--- src/rtl/uart_tx_fifo.sv ---
`default_nettype none
// +------------------------------------------------------------------------+
// | Module : uart_tx_fifo                                                  |
// | Brief  : UART transmitter with a transmit FIFO; frames go out          |
// |          back-to-back with no idle gap between them.                   |
// | Rev    : 1.0                                                           |
// +------------------------------------------------------------------------+
module uart_tx_fifo #(
  parameter int CLOCKS_PER_BAUD = 33,
  parameter int DATA_BITS       = 8,
  parameter int PARITY          = 0,
  parameter int STOP_BITS       = 1,
  parameter int FIFO_DEPTH      = 16
) (
  input  logic                          clk,
  input  logic                          rst_n,
  input  logic [7:0]                    data_i,
  input  logic                          valid_i,
  output logic                          ready_o,
  output logic [$clog2(FIFO_DEPTH):0]   count_o,
  output logic                          busy_o,
  output logic                          overflow_o,
  output logic                          frame_done_o,
  output logic                          tx
);

  localparam int                    c_addr_w    = $clog2(FIFO_DEPTH);
  localparam int                    c_baud_w    = $clog2(CLOCKS_PER_BAUD);
  localparam logic [c_baud_w-1:0]   c_baud_max  = c_baud_w'(CLOCKS_PER_BAUD - 1);
  localparam logic [c_addr_w:0]     c_full      = (c_addr_w + 1)'(FIFO_DEPTH);
  localparam logic [2:0]            c_last_bit  = 3'(DATA_BITS - 1);
  localparam logic                  c_last_stop = (STOP_BITS == 2);

  typedef enum logic [2:0] {
    S_IDLE   = 3'd0,
    S_START  = 3'd1,
    S_DATA   = 3'd2,
    S_PARITY = 3'd3,
    S_STOP   = 3'd4
  } state_t;

  state_t                 r_state;
  logic [DATA_BITS-1:0]   r_mem [FIFO_DEPTH];
  logic [c_addr_w-1:0]    r_wr_ptr;
  logic [c_addr_w-1:0]    r_rd_ptr;
  logic [c_addr_w:0]      r_count;
  logic [DATA_BITS-1:0]   r_shift;
  logic                   r_parity;
  logic [c_baud_w-1:0]    r_baud_cnt;
  logic [2:0]             r_bit_cnt;
  logic                   r_stop_cnt;
  logic                   r_tx;
  logic                   r_overflow;
  logic                   r_frame_done;

  logic                   w_push;
  logic                   w_pop;
  logic                   w_bit_end;
  logic                   w_frame_end;
  logic [DATA_BITS-1:0]   w_head;

  // Ready depends on current occupancy only, so a full FIFO rejects even when popping.
  assign ready_o     = (r_count != c_full);
  assign w_push      = valid_i && ready_o;
  assign w_bit_end   = (r_baud_cnt == '0);
  assign w_frame_end = (r_state == S_STOP) && w_bit_end && (r_stop_cnt == c_last_stop);
  assign w_pop       = (r_count != '0) && ((r_state == S_IDLE) || w_frame_end);
  assign w_head      = r_mem[r_rd_ptr];

  assign count_o      = r_count;
  assign busy_o       = (r_state != S_IDLE) || (r_count != '0);
  assign overflow_o   = r_overflow;
  assign frame_done_o = r_frame_done;
  assign tx           = r_tx;

  always_ff @(posedge clk) begin
    if (w_push) begin
      r_mem[r_wr_ptr] <= data_i[DATA_BITS-1:0];
    end
  end

  always_ff @(posedge clk or negedge rst_n) begin
    if (!rst_n) begin
      r_wr_ptr   <= '0;
      r_rd_ptr   <= '0;
      r_count    <= '0;
      r_overflow <= 1'b0;
    end else begin
      r_overflow <= valid_i && !ready_o;
      if (w_push) begin
        r_wr_ptr <= r_wr_ptr + 1'b1;
      end
      if (w_pop) begin
        r_rd_ptr <= r_rd_ptr + 1'b1;
      end
      case ({w_push, w_pop})
        2'b10:   r_count <= r_count + 1'b1;
        2'b01:   r_count <= r_count - 1'b1;
        default: r_count <= r_count;
      endcase
    end
  end

  always_ff @(posedge clk or negedge rst_n) begin
    if (!rst_n) begin
      r_state      <= S_IDLE;
      r_tx         <= 1'b1;
      r_baud_cnt   <= '0;
      r_bit_cnt    <= '0;
      r_stop_cnt   <= 1'b0;
      r_shift      <= '0;
      r_parity     <= 1'b0;
      r_frame_done <= 1'b0;
    end else begin
      r_frame_done <= w_frame_end;
      if (w_pop) begin
        // Load covers both the IDLE start and the seamless STOP-to-START handoff.
        r_state    <= S_START;
        r_tx       <= 1'b0;
        r_baud_cnt <= c_baud_max;
        r_shift    <= w_head;
        r_parity   <= (^w_head) ^ (PARITY == 1);
      end else if (r_state == S_IDLE) begin
        r_tx <= 1'b1;
      end else if (!w_bit_end) begin
        r_baud_cnt <= r_baud_cnt - 1'b1;
      end else begin
        r_baud_cnt <= c_baud_max;
        case (r_state)
          S_START: begin
            r_state   <= S_DATA;
            r_tx      <= r_shift[0];
            r_shift   <= r_shift >> 1;
            r_bit_cnt <= '0;
          end
          S_DATA: begin
            if (r_bit_cnt == c_last_bit) begin
              if (PARITY != 0) begin
                r_state <= S_PARITY;
                r_tx    <= r_parity;
              end else begin
                r_state    <= S_STOP;
                r_tx       <= 1'b1;
                r_stop_cnt <= 1'b0;
              end
            end else begin
              r_tx      <= r_shift[0];
              r_shift   <= r_shift >> 1;
              r_bit_cnt <= r_bit_cnt + 1'b1;
            end
          end
          S_PARITY: begin
            r_state    <= S_STOP;
            r_tx       <= 1'b1;
            r_stop_cnt <= 1'b0;
          end
          S_STOP: begin
            if (r_stop_cnt == c_last_stop) begin
              r_state <= S_IDLE;
              r_tx    <= 1'b1;
            end else begin
              r_stop_cnt <= 1'b1;
            end
          end
          default: begin
            r_state <= S_IDLE;
            r_tx    <= 1'b1;
          end
        endcase
      end
    end
  end

endmodule
`default_nettype wire

--- config.mk ---
export PLATFORM = sky130hd
export DESIGN_NAME = uart_tx_fifo
export DESIGN_NICKNAME = d
export VERILOG_FILES = /design/src/rtl/uart_tx_fifo.sv
export SDC_FILE = /design/constraint.sdc
export NUM_CORES = 1
export LEC_CHECK = 0
export CORE_MARGIN = 2
export CORE_UTILIZATION = 25
export CTS_CLUSTER_SIZE = 12
export DETAILED_ROUTE_END_ITERATION = 16
export GPL_TIMING_DRIVEN = 0
export SYNTH_ARGS = -nofsm -noshare
export SYNTH_HDL_FRONTEND = slang
export SYNTH_SLANG_ARGS = --single-unit
--- constraint.sdc ---
create_clock -name clk -period 7.02 [get_ports clk]
set_input_delay 1.404 -clock clk [delete_from_list [all_inputs] [get_ports clk]]
set_output_delay 1.404 -clock clk [all_outputs]
set_load 0.005 [all_outputs]
==> key figures, run 1 <==
Run status
  – Status: finished clean

Die
  – Starting Density: 25.29%
  – Die ar.: 0.02930 mm^2
  – Chip Height: 171.2 um
  – Io pins: 21
  – Core box area: 0.02763 mm^2
  – Row count: 61
  – Die X-Extent: 171.2 um

Clock tree
  – H-tree levels: 4
  – Clk root buf: clkbuf_16
  – CTS Buf Count: 17
  – CTS-repair resized insts: 0
  – Hold_buf cts: 0
  – CTS tree: yes
  – Clock Path Buffers: 2
  – Clock slew at reported path FFs: 0.07 ns
  – Clk_lat worst skew: roughly 0.43 ns
  – Buffer count from post-CTS setup fixing: 0
  – Clk sink count: 164

GRT
  – Vias in the first global route: 3755
  – First-pass GRT wire length: 21.09 mm
  – Total GRT Usage: approximately 9.9%
  – Largest net degree at the start of global routing: 37
  – GR Overflow Total: 0
  – Antenna violations before repair: 0

STA
  – F_max: 277.1 MHz
  – Tcrit/Tclk final: about half
  – Worst slew pin tran: 1.363 ns
  – TNS Setup: 0 ns
  – Slew headroom: 8.404%
  – Min Clock Period, post-route: 3.609 ns
  – Pins Over Slew Limit: 0
  – Final hold vios: 0
  – Final setup vio count: 0
  – Clock skew: 0.009494 ns
  – RSZ-0062 raised after global routing: no

Detailed routing
  – 1st-pass router iterations: 4
  – DRT antenna net count: 0
  – DR iter-0 viols: 181
  – Met3 routed WL: 473 um
  – Via count: 3505
  – WL final: about 13 mm
  – DR WL/cell: 16.33 um
  – Met2 wire len: 6.661 mm
  – Wl on met1: 6.058 mm
  – Top Layer Used: met4
  – Via/cell ratio: 4.269
  – DRC: 0

Place
  – Routability congestion estimate: 0.7868
  – Final HPWL from detailed placement: 8.926 mm
  – Port bufs: 20

Min path
  – Worst hold endpoint: r_baud_cnt[5]$_DFFE_PN0N_
  – Hold Crit Class: reg2reg
  – Hold path cells: 1
  – Hold Path Origin: r_baud_cnt[5]$_DFFE_PN0N_

Power
  – Psw: 0.6513 mW
  – Pwr per Cell Area: approximately 290 mW/mm^2
  – Logic pwr share: between 10% and 20%
  – Sequential share of power: 49.7%
  – Total power draw: ~2.4 mW
  – Peak VDD IR: around 0.00017 V
  – Clock share of power: 37.8%
  – Pint: about 1.7 mW
  – Switching power share of the total: between 20% and 30%
  – Leak Pwr: 2.856 nW

Yosys
  – Yosys top cell by area: edfxtp_1
  – Top post-synthesis cells by area: edfxtp_1 55%, dfrtp_1 13%, mux4_2 9.0%, mux2i_1 4.4%, ha_1 2.1%
  – Fraction of registers with async set/reset: a little over a fifth
  – Yosys cell types: 50
  – Gate Count Post-Synth: 391
  – Top-count cell post-synth: edfxtp_1
  – Ys Warns: 0
  – Most frequent cells after synthesis: 128 x edfxtp_1, 35 x dfrtp_1, 31 x mux2i_1
  – Top cell type's share of synthesized area: a little under three fifths
  – Cell Area, Synth: 0.006987 mm^2
  – Register area share after synthesis: 67.93%
  – Avg Cell Area, Syn: 17.87 um^2
  – Post-synth EDFFs: 128
  – Post-synth top flop: edfxtp_1
  – Net Count, Synth: 414
  – Yosys reg bits: 164

Critical path
  – R2R setup slack: 3.76 ns
  – Worst path arrival time: 2.20 ns
  – Worst r2r src: r_baud_cnt[1]$_DFFE_PN0N_
  – CP Max Fanout: 8
  – Req. time, crit path: 5.62 ns
  – Worst R2R Path Depth: 15
  – CP Capture Type: output pin
  – Critical Path Start Type: flip-flop
  – Worst r2r dst: count_o[4]$_DFFE_PN0P_
  – WS Path Type: reg2out

Final layout
  – Register area: 0.004746 mm^2
  – Area of the multi-input gates: about 0.0020 mm^2
  – Antenna cells: 0
  – Nets: around 450
  – Area grow syn2layout: 18.16%
  – FILL cells: 2720
  – Layout cells sized above 1: 22.57%

Flow run
  – Max-cap viol count: 0
worst max path at each step:
stage | start | to | slack (ns) | depth (start not counted)
2_1_floorplan | valid_i | count_o[4]$_DFFE_PN0P_ | 3.75 | 10
3_3_place_gp | valid_i | r_mem[0][4]$_DFFE_PP_ | 2.81 | 4
3_5_place_dp | valid_i | count_o[4]$_DFFE_PN0P_ | 2.97 | 11
4_1_cts | count_o[1]$_DFFE_PN0P_ | busy_o | 3.37 | 5
5_1_grt | valid_i | count_o[4]$_DFFE_PN0P_ | 3.22 | 11
6_report | count_o[1]$_DFFE_PN0P_ | busy_o | 3.41 | 5
routing by layer:
layer  track usage, %  vias to the layer above
met5                0                        -
met4            3.685                        0
met2            16.44                       64
li1                 -                     1604
met3            3.060                       20
met1            12.12                     1817
cells by family after synthesis:
logic type                 synth area share, %
DFF                                      67.93
muxes                                    16.74
and+or+nand+nor                          5.391
adders and majority gates                2.149
AOI/OAI and AO/OA                        3.277
buffers and inverters                    3.008
xor gates and xnor gates                 1.504
stage by stage:
stage / hold slack, ns / instance area, um^2 / util (%) / instances / setup WS, ns
after CTS: 0.4841 / 8245 / 29.84 / 821 / 3.374
after detailed placement: 0.4708 / 7660 / 27.72 / 789 / 2.970
after global placement: 0.4637 / 7660 / 27.72 / 789 / 2.810
after floorplan: 0.4455 / 6987 / - / 391 / 3.754
final: 0.4836 / 8255 / 29.88 / 821 / 3.411
after global routing: 0.5103 / 8255 / 29.88 / 821 / 3.219
cells in the final DEF, fill, tap and decap left out, drive strengths merged, types with 2 or more instances in the layout:
master | Yosys | routed
edfxtp | 128 | 128
dfrtp | 35 | 35
mux4 | 32 | 32
mux2i | 31 | 31
nand2 | 22 | 22
clkbuf | 3 | 21
clkdlybuf4s50 | 0 | 19
nor2 | 18 | 18
inv | 9 | 17
buf | 16 | 17
o21ai | 16 | 16
ha | 12 | 12
mux2 | 11 | 11
xnor2 | 9 | 9
nor3 | 6 | 6
nand2b | 5 | 5
clkinv | 0 | 5
xor2 | 3 | 3
and3 | 3 | 3
nor2b | 3 | 3
a21oi | 3 | 3
nor3b | 3 | 3
a21o | 2 | 2
nand3 | 2 | 2
o31ai | 2 | 2
nor4b | 2 | 2
critical path: stages (launching register included):
cell	delay [ns]
dfrtp_1	0.37
buf_2	0.18
nor4_4	0.41
and3_1	0.30
inv_2	0.07
clkdlybuf4s50_1	0.45
sequential cells by signal (all words and copies together), names as in the netlist, 3 cells and up:
| name | cells |
|---|---|
| r_baud_cnt | 6 |
| r_state | 3 |
| r_wr_ptr | 4 |
| r_shift | 8 |
| r_bit_cnt | 3 |
| count_o | 5 |
| r_mem | 128 |
| r_rd_ptr | 4 |
layout make-up:
class	count	area share [%]
flip-flops and latches	164	57.49
multi-input cells	199	24.78
clock inverters	14	1.895
inverters	9	0.4092
plain buffers	19	2.137
well taps	378	5.729
repair buffers	20	2.364
clock buffers	18	5.199
power groups by stage:
| stage | Combinational, mW | Sequential [mW] | Clock, mW |
|---|---|---|---|
| 2_1_floorplan | 0.178 | 1.20 | 0 |
| 3_3_place_gp | 0.282 | 1.20 | 0 |
| 3_5_place_dp | 0.299 | 1.21 | 0 |
| 4_1_cts | 0.300 | 1.19 | 0.924 |
| 5_1_grt | 0.330 | 1.20 | 0.967 |
| 6_report | 0.298 | 1.19 | 0.906 |
(Power assumes the default switching activity.)
==> inputs of run 2 (changes only) <==
- clock period: 7.02 -> 3 ns (I/O delays scaled with it)
==> run 2 against run 1 <==
Against the previous run:
- sequential share of layout area is 0.48 points lower
- non-clock buffer count is 3 higher
- critical path depth is 10 higher
- sequential power is 130% higher
- global-route usage hardly changed
- first-iteration DRC count is 1.7% higher
- setup slack worse by 3.3 ns
- register-to-register slack worse by 3.6 ns
- critical endpoint is now count_o[4]$_DFFE_PN0P_
- highest routed layer unchanged
==> key figures, run 2 (same netlist as run 1, synthesis figures left out) <==
Run status
  – Status: finished clean

Final layout
  – Commonest non-fill, non-tap cell in the layout: edfxtp_1
  – Biggest register: r_mem
  – Layout cells sized above 1: 23.77%
  – Area of the multi-input gates: 0.002082 mm^2
  – Register area: 0.004746 mm^2
  – Biggest regs: r_mem: 128 flops, r_shift: 8 flops, r_baud_cnt: 6 flops
  – Nets: 456
  – Non-Filler Instances: 824
  – Most frequent cells in the layout: 128 x edfxtp_1, 35 x dfrtp_1, 31 x mux2i_1
  – Max reg flops: 128
  – Area grow syn2layout: 19.14%
  – Antenna cells: 0
  – FILL cells: 2719

Power
  – Peak VDD IR: a little over 0.0004 V
  – Total power draw: 5.621 mW
  – Pwr per Cell Area: 675.3 mW/mm^2
  – Leak Pwr: 2.883 nW

Detailed routing
  – Via count: 3498
  – WL final: ~13 mm
  – Via/cell ratio: 4.245
  – DR iter-0 viols: ~180
  – DRC: 0
  – DRT antenna net count: 0
  – 1st-pass router iterations: 4
  – DR WL/cell: 16.37 um

Clock tree
  – Clk root buf: clkbuf_16
  – Clk_lat worst skew: about 0.43 ns
  – Clk sink count: 164
  – H-tree levels: 4
  – Clock slew at reported path FFs: 0.07 ns
  – Hold_buf cts: 0
  – CTS tree: yes
  – Clock Path Buffers: 2
  – CTS Buf Count: 17

GRT
  – Largest net degree at the start of global routing: 37
  – Total GRT Usage: 9.951%
  – Antenna violations before repair: 0
  – GR Overflow Total: 0
  – Vias in the first global route: roughly 3800
  – First-pass GRT wire length: 21.18 mm

Die
  – Row count: 61
  – Chip Height: 171.2 um
  – Die ar.: 0.02930 mm^2
  – Starting Density: 25.29%
  – Io pins: 21
  – Core box area: 0.02763 mm^2
  – Die X-Extent: roughly 170 um

STA
  – Hold slack: 0.2663 ns
  – Tcrit/Tclk final: between 90% and 100%
  – Final hold vios: 0
  – RSZ-0062 raised after global routing: no
  – Final worst setup slack: 0.1439 ns
  – Final setup vio count: 0
  – Worst slew pin tran: 0.9889 ns
  – Clock skew: 0.009383 ns
  – F_max: between 300 and 400 MHz
  – Min Clock Period, post-route: 2.856 ns
  – Pins Over Slew Limit: 0
  – Slew headroom: 33.72%

Min path
  – Hold Crit Class: in2async

Critical path
  – Worst path arrival time: roughly 3.2 ns
  – Slowest CP cell: dfrtp_1
  – Critical Path Start Type: flip-flop
  – CP Capture Type: flip-flop
  – Crit path max-delay family: compound AO/OA/AOI/OAI gates
  – Highest cell delay on the worst timing path: 0.38 ns
  – Bufs and invs on worst path: 4
  – R2R setup slack: 0.14 ns
  – CP cell instances: inv_1 > ha_1 > nor3b_4 > a21bo_4 > nand2_4 > buf_8 > inv_1 > ha_1 > buf_4 > xor2_1 > ha_1 > o211a_1 > o31ai_2 > a31oi_1 > xnor2_1
  – Req. time, crit path: 3.31 ns
  – WS Path Type: reg2reg
  – Crit-path most repeated cell: ha_1
  – CP Max Fanout: 10

Place
  – Final HPWL from detailed placement: 8.926 mm
  – Dpl cells: about 790
  – Port bufs: 20
  – Routability congestion estimate: just under 0.8
  – Post-Place Setup Slack: -0.2469 ns

Flow run
  – Max-cap viol count: 0
## run 2: report_power, final
group          internal (mW)  switching [mW]
registers               2.70          0.0907
clock network           1.12            1.00
logic                  0.274           0.440
total                   4.09            1.53
## run 2: metal layers
| metal | track usage [%] | wire (um) | vias up |
|---|---|---|---|
| li1 | - | - | 1603 |
| met1 | 12.21 | 5966 | 1808 |
| met2 | 16.51 | 6746 | 74 |
| met3 | 3.060 | 607 | 13 |
| met4 | 3.685 | 165 | 0 |
| met5 | 0 | 0 | - |
## run 2: repair_timing
| item | 4_1_cts | 5_1_grt |
|---|---|---|
| pin swaps | 1 | 3 |
| gates resized for setup | 1 | 12 |
| setup buffers | 2 | 1 |
| setup endpoints to repair | 3 | 11 |
## run 2: stage by stage
step	TNS [ns]	cell area (um^2)	util [%]
finish	0	8324	30.13
detailed placement	-5.416	7660	27.72
global route	0	8324	30.13
floorplan	0	6987	-
CTS	0	8262	29.90
global placement	-6.982	7660	27.72
## run 2: final cells by class
type / instances / share of cell area (%)
Inverter: 9 / 0.4058
Timing Repair Buffer: 23 / 2.615
Multi-Input combinational cell: 199 / 25.01
Tap cell: 378 / 5.682
Clock inverter: 14 / 1.879
Sequential cell: 164 / 57.01
Clock buffer: 18 / 5.156
Buffer: 19 / 2.240
## run 2: worst paths after layout
| kind | startpoint | end | cells past startpoint |
|---|---|---|---|
| min in group clk | r_baud_cnt[5]$_DFFE_PN0N_ | r_baud_cnt[5]$_DFFE_PN0N_ | 1 |
| worst max register to register | r_baud_cnt[1]$_DFFE_PN0N_ | count_o[4]$_DFFE_PN0P_ | 15 |
| worst min register to register | r_baud_cnt[5]$_DFFE_PN0N_ | r_baud_cnt[5]$_DFFE_PN0N_ | 1 |
| worst min-delay path | rst_n | count_o[1]$_DFFE_PN0P_ | 1 |
| worst max-delay path | r_baud_cnt[1]$_DFFE_PN0N_ | count_o[4]$_DFFE_PN0P_ | 15 |
| max in group asynchronous | rst_n | r_rd_ptr[1]$_DFFE_PN0N_ | 1 |
## run 2: worst register-to-register path: cells and delay by family (launching register included)
| family | cells | cell delay, ns |
|---|---|---|
| flops | 1 | 0.38 |
| buf+inv | 4 | 0.46 |
| fa+ha+maj | 3 | 0.63 |
| compound gates | 4 | 0.74 |
| xor+xnor | 2 | 0.27 |
| simple gates | 2 | 0.26 |
